### src/rtl/region_profiler.sv
// region_profiler
//   Per-frame ink-density profiler for the six character windows of the
//   segmentation datapath. Counts dark pixels (R+G+B nibble sum below
//   DARK_THRESH) inside each window during a frame, snapshots the six counts
//   at frame end and drains them one entry per handshake.
//
// Parameters
//   DARK_THRESH  luma threshold; pixel is dark when R+G+B < DARK_THRESH
// Ports
//   clk, rst     system clock, asynchronous active-high reset
//   pix_en       pixel strobe qualifying hcnt, vcnt and pixel_in
//   hcnt, vcnt   shared VGA horizontal / vertical counters
//   pixel_in     gated pixel from segment, {R[11:8], G[7:4], B[3:0]}
//   out_valid    snapshot entry available
//   out_ready    consumer accepts the current entry
//   out_region   window index of the current entry (0..5)
//   out_count    dark-pixel count of out_region
//   out_last     high with region 5
//   frame_drop   one-cycle pulse when a frame ends while still draining
module region_profiler #(
   parameter int unsigned DARK_THRESH = 24
) (
   input  logic        clk,
   input  logic        rst,
   input  logic        pix_en,
   input  logic [9:0]  hcnt,
   input  logic [9:0]  vcnt,
   input  logic [11:0] pixel_in,
   output logic        out_valid,
   input  logic        out_ready,
   output logic [2:0]  out_region,
   output logic [13:0] out_count,
   output logic        out_last,
   output logic        frame_drop
);

   localparam logic STATE_IDLE  = 1'b0;
   localparam logic STATE_DRAIN = 1'b1;

   localparam logic [6:0] THRESH = 7'(DARK_THRESH);

   logic        state;
   logic [2:0]  index;
   logic [13:0] acc  [6];
   logic [13:0] snap [6];

   logic [5:0]  lum;
   logic        isDark;
   logic        inRows;
   logic [5:0]  winHit;
   logic        frameEnd;
   logic [13:0] nextCount;

   always_comb begin
      lum = {2'b00, pixel_in[11:8]} + {2'b00, pixel_in[7:4]} + {2'b00, pixel_in[3:0]};
      isDark = ({1'b0, lum} < THRESH);
   end

   always_comb begin
      inRows = (vcnt >= 10'd151) && (vcnt <= 10'd299);
      winHit = '0;
      if (inRows) begin
         winHit[0] = (hcnt >= 10'd51)  && (hcnt <= 10'd124);
         winHit[1] = (hcnt >= 10'd141) && (hcnt <= 10'd214);
         winHit[2] = (hcnt >= 10'd231) && (hcnt <= 10'd304);
         winHit[3] = (hcnt >= 10'd336) && (hcnt <= 10'd409);
         winHit[4] = (hcnt >= 10'd426) && (hcnt <= 10'd499);
         winHit[5] = (hcnt >= 10'd516) && (hcnt <= 10'd589);
      end
   end

   assign frameEnd = pix_en && (vcnt == 10'd300) && (hcnt == '0);

   // Count of the entry that follows the current one, so the output
   // registers can be loaded at the accepting edge.
   always_comb begin
      nextCount = '0;
      case (index)
         3'd0:    nextCount = snap[1];
         3'd1:    nextCount = snap[2];
         3'd2:    nextCount = snap[3];
         3'd3:    nextCount = snap[4];
         3'd4:    nextCount = snap[5];
         default: nextCount = '0;
      endcase
   end

   always_ff @(posedge clk or posedge rst) begin
      if (rst) begin
         state      <= STATE_IDLE;
         index      <= '0;
         out_valid  <= 1'b0;
         out_region <= '0;
         out_count  <= '0;
         out_last   <= 1'b0;
         frame_drop <= 1'b0;
         for (int unsigned k = 0; k < 6; k++) begin
            acc[k]  <= '0;
            snap[k] <= '0;
         end
      end else begin
         frame_drop <= frameEnd && (state == STATE_DRAIN);

         // Row 300 lies outside every window, so clearing on frame end
         // never competes with an increment.
         for (int unsigned k = 0; k < 6; k++) begin
            if (frameEnd) begin
               acc[k] <= '0;
            end else if (pix_en && isDark && winHit[k]) begin
               acc[k] <= acc[k] + 14'd1;
            end
         end

         case (state)
            STATE_IDLE: begin
               if (frameEnd) begin
                  for (int unsigned k = 0; k < 6; k++) begin
                     snap[k] <= acc[k];
                  end
                  index      <= '0;
                  state      <= STATE_DRAIN;
                  out_valid  <= 1'b1;
                  out_region <= '0;
                  out_count  <= acc[0];
                  out_last   <= 1'b0;
               end
            end
            STATE_DRAIN: begin
               if (out_ready) begin
                  if (index == 3'd5) begin
                     state      <= STATE_IDLE;
                     index      <= '0;
                     out_valid  <= 1'b0;
                     out_region <= '0;
                     out_count  <= '0;
                     out_last   <= 1'b0;
                  end else begin
                     index      <= index + 3'd1;
                     out_region <= index + 3'd1;
                     out_count  <= nextCount;
                     out_last   <= (index == 3'd4);
                  end
               end
            end
            default: state <= STATE_IDLE;
         endcase
      end
   end

endmodule

### config.mk
export PLATFORM = sky130hd
export DESIGN_NAME = region_profiler
export DESIGN_NICKNAME = d
export VERILOG_FILES = /design/src/rtl/region_profiler.sv
export SDC_FILE = /design/constraint.sdc
export NUM_CORES = 1
export LEC_CHECK = 0
export ABC_AREA = 0
export CORE_MARGIN = 10
export CORE_UTILIZATION = 45
export CTS_BUF_LIST = sky130_fd_sc_hd__clkbuf_8
export DETAILED_ROUTE_END_ITERATION = 7
export PLACE_DENSITY = 0.71
export SLEW_MARGIN = 20
export SYNTH_ARGS = -nofsm -noshare
export SYNTH_HDL_FRONTEND = slang
export SYNTH_SLANG_ARGS = --single-unit
### constraint.sdc
create_clock -name clk -period 8.45 [get_ports clk]
set_input_delay 1.2675 -clock clk [delete_from_list [all_inputs] [get_ports clk]]
set_output_delay 1.2675 -clock clk [all_outputs]
set_load 0.03 [all_outputs]
Word-level counts from Yosys, hierarchy flattened
Index checks and enable logic that the tools add are counted.
- output and inout port bits: 20
- flip-flop bits (word level): 175
- word-level logic and storage cells: 113
- input port bits: 36
- bitwise gates (word level): 1
- reduce and logical (&&, ||, !) cells: 28
- add/subtract/negate cells: 9
- magnitude comparators: 15
- equal/unequal tests: 9
- multiplexer cells: 34
- operators with widths (cell ; count):
    two-way mux 14 bit ; 15
    adder 14 x 1 -> 14 bit (second input constant) ; 6
    one-hot mux 14 bit (5 select lines) ; 1
    less-or-equal comparator 10 x 9 -> 1 bit (second input constant) ; 4
    >= comparator 10 x 8 -> 1 bit (second input constant) ; 3
    one-hot mux 14 bit (2 select lines) ; 1
    >= comparator 10 x 9 -> 1 bit (second input constant) ; 2
    logical AND 1 bit ; 17
    nonzero test 2 bit ; 6
    == test 10 x 9 -> 1 bit (second input constant) ; 1
    >= comparator 10 bit (second input constant) ; 1
    >= comparator 10 x 6 -> 1 bit (second input constant) ; 1
    less-or-equal comparator 10 bit (second input constant) ; 1
    less-or-equal comparator 10 x 7 -> 1 bit (second input constant) ; 1
    less-or-equal comparator 10 x 8 -> 1 bit (second input constant) ; 1
    logical NOT 10 bit ; 1
    two-way mux 1 bit ; 9
    two-way mux 3 bit ; 3
    adder 5 x 4 -> 6 bit ; 1
    == test 3 x 2 -> 1 bit (second input constant) ; 2
    == test 3 bit (second input constant) ; 2
    less-than comparator 6 x 5 -> 1 bit (second input constant) ; 1
    two-way mux 6 bit ; 1
    one-hot mux 1 bit (2 select lines) ; 3
    other kinds (10) ; 12

Depth between registers and ports, before layout
Gate-level depths: netlist (run 1).
- depth in word-level cells: 7
- gate-level depth with buffers: 12
- mapped depth without buffers: 10

Least setup slack after synthesis (run 1)
No wires, ideal clock.
- path kind: in2reg
- from: input pixel_in[3]
- to: register acc[10] in the netlist's numbering
- data arrival time: 3.658 ns
- data required time: 8.371 ns
- library setup time: 0.079 ns
- path slack: 4.713 ns
- stages on the path: 10
- buffers on the path: 1
- cells stage by stage: inv_1 > fa_1 > inv_1 > ha_1 > a211o_1 > a21oi_4 > buf_4 > o211ai_2 > nor4_1 > mux2i_1
- word-level cells in the longest chain between the ends: 5
- ends and longest elaborated chain (what ; RTL line ; source):
    start: declaration ; 28 ; input logic [11:0] pixel_in,
    adder 5 x 4 -> 6 bit ; 55 ; lum = {2'b00, pixel_in[11:8]} + {2'b00, pixel_in[7:4]} + {2'b00, pixel_in[3:0]};
    less-than comparator 6 x 5 -> 1 bit ; 56 ; isDark = ({1'b0, lum} < THRESH);
    logical AND 1 bit (2 in series) ; 109 ; end else if (pix_en && isDark && winHit[k]) begin
    nonzero test 2 bit (no line) ; - ;
    end signal: indexed assignment ; 110 ; acc[k] <= acc[k] + 14'd1;
    end: declaration ; 44 ; logic [13:0] acc [6];
No other way between the ends.
A chain may end at the register's enable or synchronous reset.

Worst setup path in the final report (run 1)
- from: input pixel_in[3]
- to: register acc[27] in the netlist's numbering
The elaborated chain is that of the path after synthesis.

==> out/qor.csv, run 1 <==
metric,value,unit
residual DRC count,0,
Mean Syn Cell Area,8.92,um^2
most frequent cells in the layout,"nand2_1 (242), dfrtp_1 (175), nor2_1 (81), clkdlybuf4s50_1 (55), a21oi_1 (54)",
met3 Use GR,3.06,%
footprint of the multi-input gates,4380,um^2
met1 Use GR,22.7,%
min cycle time layout,4.52,ns
Worst Setup End Kind,register,
Slew @ Worst Pin,0.974,ns
post-synth net total,1073,
switching power,0.525,mW
overall die height,162,um
1st-iter DRT viols,529,
clock latency at the later pin of the worst-skew pair,0.47,ns
FMAX,221,MHz
drt first pass iters,5,
clock-pin slew on the worst setup and hold paths,0.09,ns
LEAKAGE,4.76,nW
H-tree Lvls,4,
Post-synth ARST share,100,%
sequential share of the synthesized area,47.9,%
Gate power share,13.1,%
HP Class,register to register,
initial antenna violation count,0,
root buf cell,clkbuf_8,
"Most Used Layer, Global Route",met2,
Num CTS Buffers,17,
std cell rows,52,
Power Internal,1.25,mW
switching share of power,29.6,%
fillcell total,1842,
FF/Latch Area,4380,um^2
post-synthesis cell area,9140,um^2
vias in the first global route,7308,
Final Hold Fails,0,
Clk network pwr share,34.5,%
worst hold path startpoint,snap[21]$_DFFE_PP0P_,
vias post-DR,7559,
synth warn,0,
Ports,56,
worst path arrival time,4.90,ns
Final TNS setup,0,ns
clock skew,0.0176,ns
global-route wire length before repair,37100,um
status,"finished, final reports clean",
CP Launch Type,input port,
total congestion overflow,0,
# port buffers,55,
total wire length,22500,um
CTS tree,built,
PD cells,173,nW/um^2
core area,20100,um^2
DR vias/cell,5.70,
"commonest non-fill, non-tap cell in the layout",nand2_1,
Synth cell types,58,
Die Wd,162,um
Hold EP,snap[21]$_DFFE_PP0P_,
period utilization,53.5,%
largest net degree at the start of global routing,91,
Hold Slack,0.473,ns
cell count of the worst reg-to-reg path,6,
Worst slew margin,34.8,%
layout cells sized above 1,5.30,%
synthesized flop and latch total,175,
Crit Path Max Fanout,26,
# hold bufs at CTS,0,
Setup CP Type,input port to register,
max cap viols,0,
Post-DP HPWL,15400,um
RSZ-0062 raised after global routing,false,
"Setup violations, final",0,
Seq pwr share,52.4,%
Peak VDD IR,0.0859,mV
Design Power,1.77,mW
Routed WL per cell,16.9,um
net count reported at finish,1094,
Mapped Cells,1024,
setup bufs post-CTS,0,
Post-synth EDFFs,0,
total global-route track usage,17.2,%
Max Slew Vio Count,0,
worst endpoint required time,8.83,ns
synthesis-to-finish area growth,11.9,%
Reg-to-Reg Start,index[2]$_DFFE_PP0P_,
Final ANT Viol Nets,0,
worst hold stages,2,
worst reg2reg setup slack,5.69,ns
Initial Utilization,45.4,%
RR Endpoint,out_count[9]$_DFFE_PP0P_,
DIE AREA,26400,um^2
diodes inserted,0,
GP Congestion,0.804,
met2 GRT Util,27.4,%
clk sink count,175,
Bufs on Longest Clock Path,2,
Post-CTS Resized,0,
Main synth FF type,dfrtp_1,
-- power groups by stage --
stage / Sequential [mW] / Combinational (mW) / Clock (mW)
floorplan: 0.905 / 0.184 / 0
global placement: 0.945 / 0.229 / 0
detailed placement: 0.945 / 0.233 / 0
CTS: 0.929 / 0.234 / 0.624
global route: 0.937 / 0.258 / 0.657
finish: 0.929 / 0.233 / 0.612
-- metal layers --
metal | vias to the layer above | wire length (um)
met3 | 36 | 1010
met1 | 3708 | 10300
met2 | 163 | 10700
met4 | 0 | 524
met5 | - | 0
li1 | 3652 | -
-- synthesized netlist by cell type, drive strengths merged, types with 20 or more instances --
library cell	instances	share of area, %
buf	27	1.8
clkbuf	34	1.4
mux2i	23	2.5
o21ai	57	3.2
a21oi	56	3.3
dfrtp	175	48
inv	25	1.0
o211ai	26	2.3
nand3	30	1.6
xor2	20	1.9
nor2	82	3.4
or3	25	1.7
nand2	243	10
-- flip-flops by register name (all words and copies together), names as in the netlist --
signal	cells
index	3
out_valid	1
out_count	14
snap	70
state	1
out_last	1
acc	84
frame_drop	1
-- worst max-delay path by stage --
stage | start | slack, ns | cells after the start | endpoint
after floorplan | rst | 2.44 | 1 | acc[0]$_DFFE_PP0P_
after global placement | pixel_in[3] | 3.57 | 10 | acc[27]$_DFFE_PP0P_
after detailed placement | pixel_in[3] | 3.48 | 10 | acc[27]$_DFFE_PP0P_
after CTS | pixel_in[3] | 3.96 | 10 | acc[27]$_DFFE_PP0P_
after global routing | pixel_in[3] | 3.78 | 10 | acc[27]$_DFFE_PP0P_
final | pixel_in[3] | 3.93 | 10 | acc[27]$_DFFE_PP0P_
-- critical path: stages --
cell and delay [ns]:
clkdlybuf4s50_1 0.45, inv_1 0.05, fa_1 0.54, inv_1 0.05
ha_1 0.30, a211o_1 0.35, a21oi_4 0.70, o21ai_1 0.44
or4_1 0.59, a21oi_1 0.17
-- stage by stage --
stage	utilization, %	worst slack (ns)	instance area, um^2	cells
after CTS	50.8	3.96	10200	1327
after global routing	50.9	3.78	10200	1327
final	50.9	3.93	10200	1327
after detailed placement	48.8	3.48	9810	1296
after floorplan	-	2.44	9140	1024
after global placement	48.8	3.57	9810	1296
-- kinds of logic after synthesis --
| group | share of synthesized area (%) |
|---|---|
| and+or+nand+nor | 24.5 |
| AOI/OAI and AO/OA | 16.7 |
| DFF | 47.9 |
| buffers and inverters | 4.20 |
| muxes | 2.52 |
| xor gates and xnor gates | 2.11 |
| adders and majority gates | 2.03 |
-- layout make-up --
cell class / instances / share of cell area (%)
clock buffer: 20 / 2.69
tap: 270 / 3.30
clock inverter: 11 / 1.37
timing repair buffer: 63 / 6.01
sequential: 175 / 42.8
inverter: 25 / 0.967
multi-input combinational: 763 / 42.8
No activity file was read; power rests on OpenSTA's default activity.
==> run 2, diff against run 1 <==
- clock period: 8.45 -> 4.34 ns (I/O delays scaled with it)
==> run 2 against run 1 <==
Effect of this change: register-to-register slack worse by 4.0 ns; non-clock buffer count increased by 6; critical path depth is 1 higher; worst hold slack worse by 0.0015 ns; design area increased by 0.23%.
==> out/qor.csv, run 2 (synthesized netlist as in run 1, its figures left out) <==
metric,value,unit,change
Setup WS post-layout,0.712,ns,was 3.93 ns
drt first pass iters,5,,unchanged
LEAKAGE,4.76,nW,about the same
CTS tree,built,,unchanged
root buf cell,clkbuf_8,,unchanged
residual DRC count,0,,unchanged
"commonest non-fill, non-tap cell in the layout",nand2_1,,unchanged
Ports,56,,unchanged
vias in the first global route,7156,,was 7308
initial antenna violation count,0,,unchanged
clk sink count,175,,unchanged
global-route wire length before repair,36700,um,was 37100 um
RSZ-0062 raised after global routing,false,,unchanged
RR Endpoint,out_count[12]$_DFFE_PP0P_,,was out_count[9]$_DFFE_PP0P_
overall die height,162,um,unchanged
Largest regs,"acc: 84 flops, snap: 70 flops, out_count: 14 flops",,unchanged
Die Wd,162,um,unchanged
Final ANT Viol Nets,0,,unchanged
Final Hold Fails,0,,unchanged
std cell rows,52,,unchanged
total congestion overflow,0,,unchanged
post-layout util,51.0,%,was 50.9%
net count reported at finish,1100,,was 1094
PD cells,325,nW/um^2,was 173 nW/um^2
Setup CP Type,input port to register,,unchanged
worst reg2reg setup slack,1.65,ns,was 5.69 ns
clock latency at the later pin of the worst-skew pair,0.46,ns,was 0.47 ns
Initial Utilization,45.4,%,unchanged
worst hold path startpoint,snap[59]$_DFFE_PP0P_,,was snap[21]$_DFFE_PP0P_
Hold EP,snap[59]$_DFFE_PP0P_,,was snap[21]$_DFFE_PP0P_
max cap viols,0,,unchanged
status,"finished, final reports clean",,unchanged
max FFs per register,84,,unchanged
Routed WL per cell,16.8,um,was 16.9 um
min cycle time layout,3.63,ns,
period utilization,83.6,%,
layout cells sized above 1,6.02,%,was 5.30%
clock-pin slew on the worst setup and hold paths,0.09,ns,about the same
Worst slew margin,33.8,%,was 34.8%
Worst Setup End Kind,register,,unchanged
# port buffers,55,,unchanged
synthesis-to-finish area growth,12.2,%,was 11.9%
CP Launch Type,input port,,unchanged
H-tree Lvls,4,,unchanged
# hold bufs at CTS,0,,unchanged
1st-iter DRT viols,602,,was 529
largest net degree at the start of global routing,161,,was 91
worst hold stages,2,,unchanged
Slew @ Worst Pin,0.989,ns,was 0.974 ns
Post-Place Worst Slack,0.211,ns,was 3.48 ns
worst endpoint required time,4.73,ns,was 8.83 ns
worst path arrival time,4.02,ns,was 4.90 ns
Crit Path Max Fanout,26,,unchanged
Post-CTS Resized,0,,unchanged
most flop-heavy register,acc,,unchanged
FMAX,276,MHz,
Peak VDD IR,0.171,mV,was 0.0859 mV
total wire length,22400,um,was 22500 um
Bufs on Longest Clock Path,2,,unchanged
diodes inserted,0,,unchanged
Hold Slack,0.472,ns,was 0.473 ns
core area,20100,um^2,unchanged
Final TNS setup,0,ns,unchanged
Max Slew Vio Count,0,,unchanged
cell count of the worst reg-to-reg path,6,,unchanged
vias post-DR,7574,,was 7559
most frequent cells in the layout,"nand2_1 (242), dfrtp_1 (175), nor2_1 (81), clkdlybuf4s50_1 (55), a21oi_1 (54)",,unchanged
DIE AREA,26400,um^2,unchanged
Num CTS Buffers,17,,unchanged
GP Congestion,0.824,,was 0.804
Reg-to-Reg Start,index[0]$_DFFE_PP0P_,,was index[2]$_DFFE_PP0P_
"Setup violations, final",0,,unchanged
fillcell total,1877,,was 1842
HP Class,register to register,,unchanged
setup bufs post-CTS,0,,unchanged
Post-DP HPWL,15600,um,was 15400 um
clock skew,0.0151,ns,was 0.0176 ns
DR vias/cell,5.68,,was 5.70
total global-route track usage,17.0,%,was 17.2%
## run 2: how the worst max path moves through the flow
| stage | start | to |
|---|---|---|
| finish | pixel_in[3] | acc[77]$_DFFE_PP0P_ |
| global route | pixel_in[3] | acc[77]$_DFFE_PP0P_ |
| CTS | pixel_in[3] | acc[77]$_DFFE_PP0P_ |
| detailed placement | pixel_in[3] | acc[77]$_DFFE_PP0P_ |
| global placement | pixel_in[3] | acc[78]$_DFFE_PP0P_ |
| floorplan | pixel_in[3] | acc[10]$_DFFE_PP0P_ |
## run 2: power by group
group	switching, mW	internal [mW]	total, mW
clock	0.607	0.442	1.05
sequential	0.117	1.66	1.78
combinational	0.321	0.176	0.497
total	1.05	2.28	3.33
## run 2: critical path, stage by stage
cell and delay, ns:
clkdlybuf4s50_1 0.45, inv_1 0.05, fa_1 0.53, inv_1 0.04
ha_1 0.31, a211o_1 0.35, a21oi_4 0.50, o21ai_1 0.17
buf_4 0.25, or4_1 0.54, a21oi_1 0.16
## run 2: per-layer routing
| metal | share of wire [%] | global-route usage (%) |
|---|---|---|
| met3 | 4.9 | 3.16 |
| met2 | 47 | 26.9 |
| met1 | 46 | 22.7 |
| met4 | 2.1 | 6.08 |
| met5 | 0 | 0 |
## run 2: per-stage QoR
step	cell area [um^2]	instances	power [mW]
after CTS	10200	1334	3.36
after floorplan	9140	1024	2.12
after detailed placement	9890	1302	2.31
final	10200	1334	3.33
after global routing	10200	1334	3.47
after global placement	9890	1302	2.30
## run 2: cell type report
class	count	area, um^2	share of cell area (%)
Sequential cell	175	4380	42.7
Clock inverter	12	86.3	0.842
Tap cell	270	338	3.30
Clock buffer	20	275	2.69
Multi-Input combinational cell	763	4380	42.7
Inverter	25	97.6	0.952
Timing Repair Buffer	69	693	6.76
==> run 3, diff against run 2 <==
- PLACE_DENSITY: 0.71 -> 0.74
- clock period: 4.34 -> 3.32 ns (I/O delays scaled with it)
==> run 3 against run 2 <==
Effect of this change: critical path type unchanged; design area increased by 3.5%; sequential power increased by 29%; die area unchanged; sequential share of layout area decreased by 1.4 points; largest power group unchanged; power increased by 37%; count of clock-buffer cells in the layout increased by 1; flip-flop and latch count unchanged; global-route usage increased by 0.73 points; clock power increased by 45%; utilization increased by 1.8 points.
==> out/qor.csv, run 3 (synthesized netlist as in run 1, its figures left out) <==
metric,value,unit,change
status,"finished, final reports clean",,unchanged
fillcell total,1825,,was 1877
net count reported at finish,1132,,was 1100
Num CTS Buffers,17,,unchanged
FMAX,320,MHz,
Final Hold Fails,0,,unchanged
Max Slew Vio Count,0,,unchanged
setup bufs post-CTS,0,,unchanged
residual DRC count,0,,unchanged
# hold bufs at CTS,0,,unchanged
core area,20100,um^2,unchanged
worst endpoint required time,3.71,ns,was 4.73 ns
Crit-path slowest cell,or4_1,,unchanged
vias in the first global route,7507,,was 7156
Post-Place Worst Slack,-0.257,ns,was 0.211 ns
layout cells sized above 1,8.58,%,was 6.02%
max FFs per register,84,,unchanged
H-tree Lvls,4,,unchanged
RSZ-0062 raised after global routing,false,,unchanged
LEAKAGE,4.97,nW,was 4.76 nW
total global-route track usage,17.7,%,was 17.0%
Setup CP Type,input port to register,,unchanged
initial antenna violation count,0,,unchanged
most flop-heavy register,acc,,unchanged
Initial Utilization,45.4,%,unchanged
Worst Setup End Kind,register,,unchanged
Post-CTS Resized,0,,unchanged
GP Congestion,0.827,,was 0.824
Crit Path Max Fanout,9,,was 26
Setup WS post-layout,0.191,ns,was 0.712 ns
Clk network pwr share,33.3,%,was 31.5%
Design Power,4.57,mW,was 3.33 mW
Hold Slack,0.420,ns,was 0.472 ns
clock-pin slew on the worst setup and hold paths,0.09,ns,about the same
total congestion overflow,0,,unchanged
overall die height,162,um,unchanged
FF/Latch Area,4380,um^2,unchanged
clk sink count,175,,unchanged
Final Cell Area,10600,um^2,was 10200 um^2
largest net degree at the start of global routing,80,,was 161
switching power,1.37,mW,was 1.05 mW
Largest regs,"acc: 84 flops, snap: 70 flops, out_count: 14 flops",,unchanged
period utilization,94.3,%,
CP Launch Type,input port,,unchanged
clock latency at the later pin of the worst-skew pair,0.46,ns,about the same
worst reg2reg setup slack,0.83,ns,was 1.65 ns
Slew @ Worst Pin,0.892,ns,was 0.989 ns
footprint of the multi-input gates,4380,um^2,unchanged
Seq pwr share,50.2,%,was 53.5%
Final TNS setup,0,ns,unchanged
CTS tree,built,,unchanged
worst path cell trace,clkdlybuf4s50_1 -> inv_1 -> fa_1 -> inv_1 -> ha_1 -> a211o_1 -> a21oi_4 -> buf_4 -> o21ai_1 -> or4_1 -> a21oi_1,,was clkdlybuf4s50_1 -> inv_1 -> fa_1 -> inv_1 -> ha_1 -> a211o_1 -> a21oi_4 -> o21ai_1 -> buf_4 -> or4_1 -> a21oi_1
max cap viols,0,,unchanged
1st-iter DRT viols,683,,was 602
diodes inserted,0,,unchanged
Placed Area,10200,um^2,was 9890 um^2
"Setup violations, final",0,,unchanged
Worst path max stage delay,0.57,ns,was 0.54 ns
PD cells,431,nW/um^2,was 325 nW/um^2
"commonest non-fill, non-tap cell in the layout",nand2_1,,unchanged
total wire length,23000,um,was 22400 um
most frequent CP cell,inv_1,,unchanged
vias post-DR,7689,,was 7574
root buf cell,clkbuf_8,,unchanged
Die Wd,162,um,unchanged
DR vias/cell,5.63,,was 5.68
Ports,56,,unchanged
Gate power share,16.5,%,was 14.9%
Worst slew margin,40.1,%,was 33.8%
Power Internal,3.20,mW,was 2.28 mW
most frequent cells in the layout,"nand2_1 (242), dfrtp_1 (175), nor2_1 (81), clkdlybuf4s50_1 (55), a21oi_1 (54)",,unchanged
synthesis-to-finish area growth,16.1,%,was 12.2%
Post-DP HPWL,16300,um,was 15600 um
DIE AREA,26400,um^2,unchanged
std cell rows,52,,unchanged
# port buffers,55,,unchanged
clock skew,0.0149,ns,was 0.0151 ns
Final ANT Viol Nets,0,,unchanged
worst path arrival time,3.52,ns,was 4.02 ns
global-route wire length before repair,38400,um,was 36700 um
HP Class,input port to async pin,,was register to register
Routed WL per cell,16.8,um,about the same
Bufs on Longest Clock Path,2,,unchanged
switching share of power,30.0,%,was 31.4%
Peak VDD IR,0.212,mV,was 0.171 mV
min cycle time layout,3.13,ns,
drt first pass iters,5,,unchanged
==> run 3: metal layers <==
| layer | up-vias | GRT usage [%] | routed length (um) |
|---|---|---|---|
| met2 | 153 | 28.6 | 11000 |
| met4 | 0 | 5.79 | 478 |
| met3 | 30 | 2.93 | 919 |
| met1 | 3774 | 23.7 | 10600 |
| met5 | - | 0 | 0 |
| li1 | 3732 | - | - |
==> run 3: metrics by stage <==
stage | utilization, % | instances
3_5_place_dp | 50.7 | 1334
4_1_cts | 52.8 | 1366
3_3_place_gp | 50.7 | 1334
5_1_grt | 52.8 | 1366
6_report | 52.8 | 1366
2_1_floorplan | - | 1024
==> run 3: worst paths after layout <==
check                                     start                        to  depth (start not counted)
max in group asynchronous                   rst      snap[66]$_DFFE_PP0P_                          3
min in group clk           snap[65]$_DFFE_PP0P_      snap[65]$_DFFE_PP0P_                          2
hold / removal                              rst       acc[78]$_DFFE_PP0P_                          2
hold reg to reg            snap[65]$_DFFE_PP0P_      snap[65]$_DFFE_PP0P_                          2
setup / recovery                    pixel_in[3]       acc[27]$_DFFE_PP0P_                         11
setup reg to reg           index[1]$_DFFE_PP0P_  out_count[8]$_DFFE_PP0P_                          6
==> run 3: critical path: cells and delay by family <==
kind            cells  cell delay, ns
compound gates      4            0.93
fa+ha+maj           2            0.83
buf+inv             4            0.68
simple gates        1            0.57
==> run 3: cell type report <==
cell class | instances | area share [%]
Clock inverter | 11 | 1.10
Timing Repair Buffer | 101 | 9.51
Inverter | 25 | 0.920
Tap cell | 270 | 3.18
Multi-Input combinational cell | 763 | 41.3
Sequential cell | 175 | 41.3
Clock buffer | 21 | 2.72
==> run 3: power by group through the flow <==
stage          sequential [mW]  combinational, mW  clock, mW
6_report                  2.30              0.755       1.52
5_1_grt                   2.31              0.824       1.63
4_1_cts                   2.29              0.757       1.54
3_5_place_dp              2.34              0.754          0
3_3_place_gp              2.33              0.743          0
2_1_floorplan             2.30              0.468          0
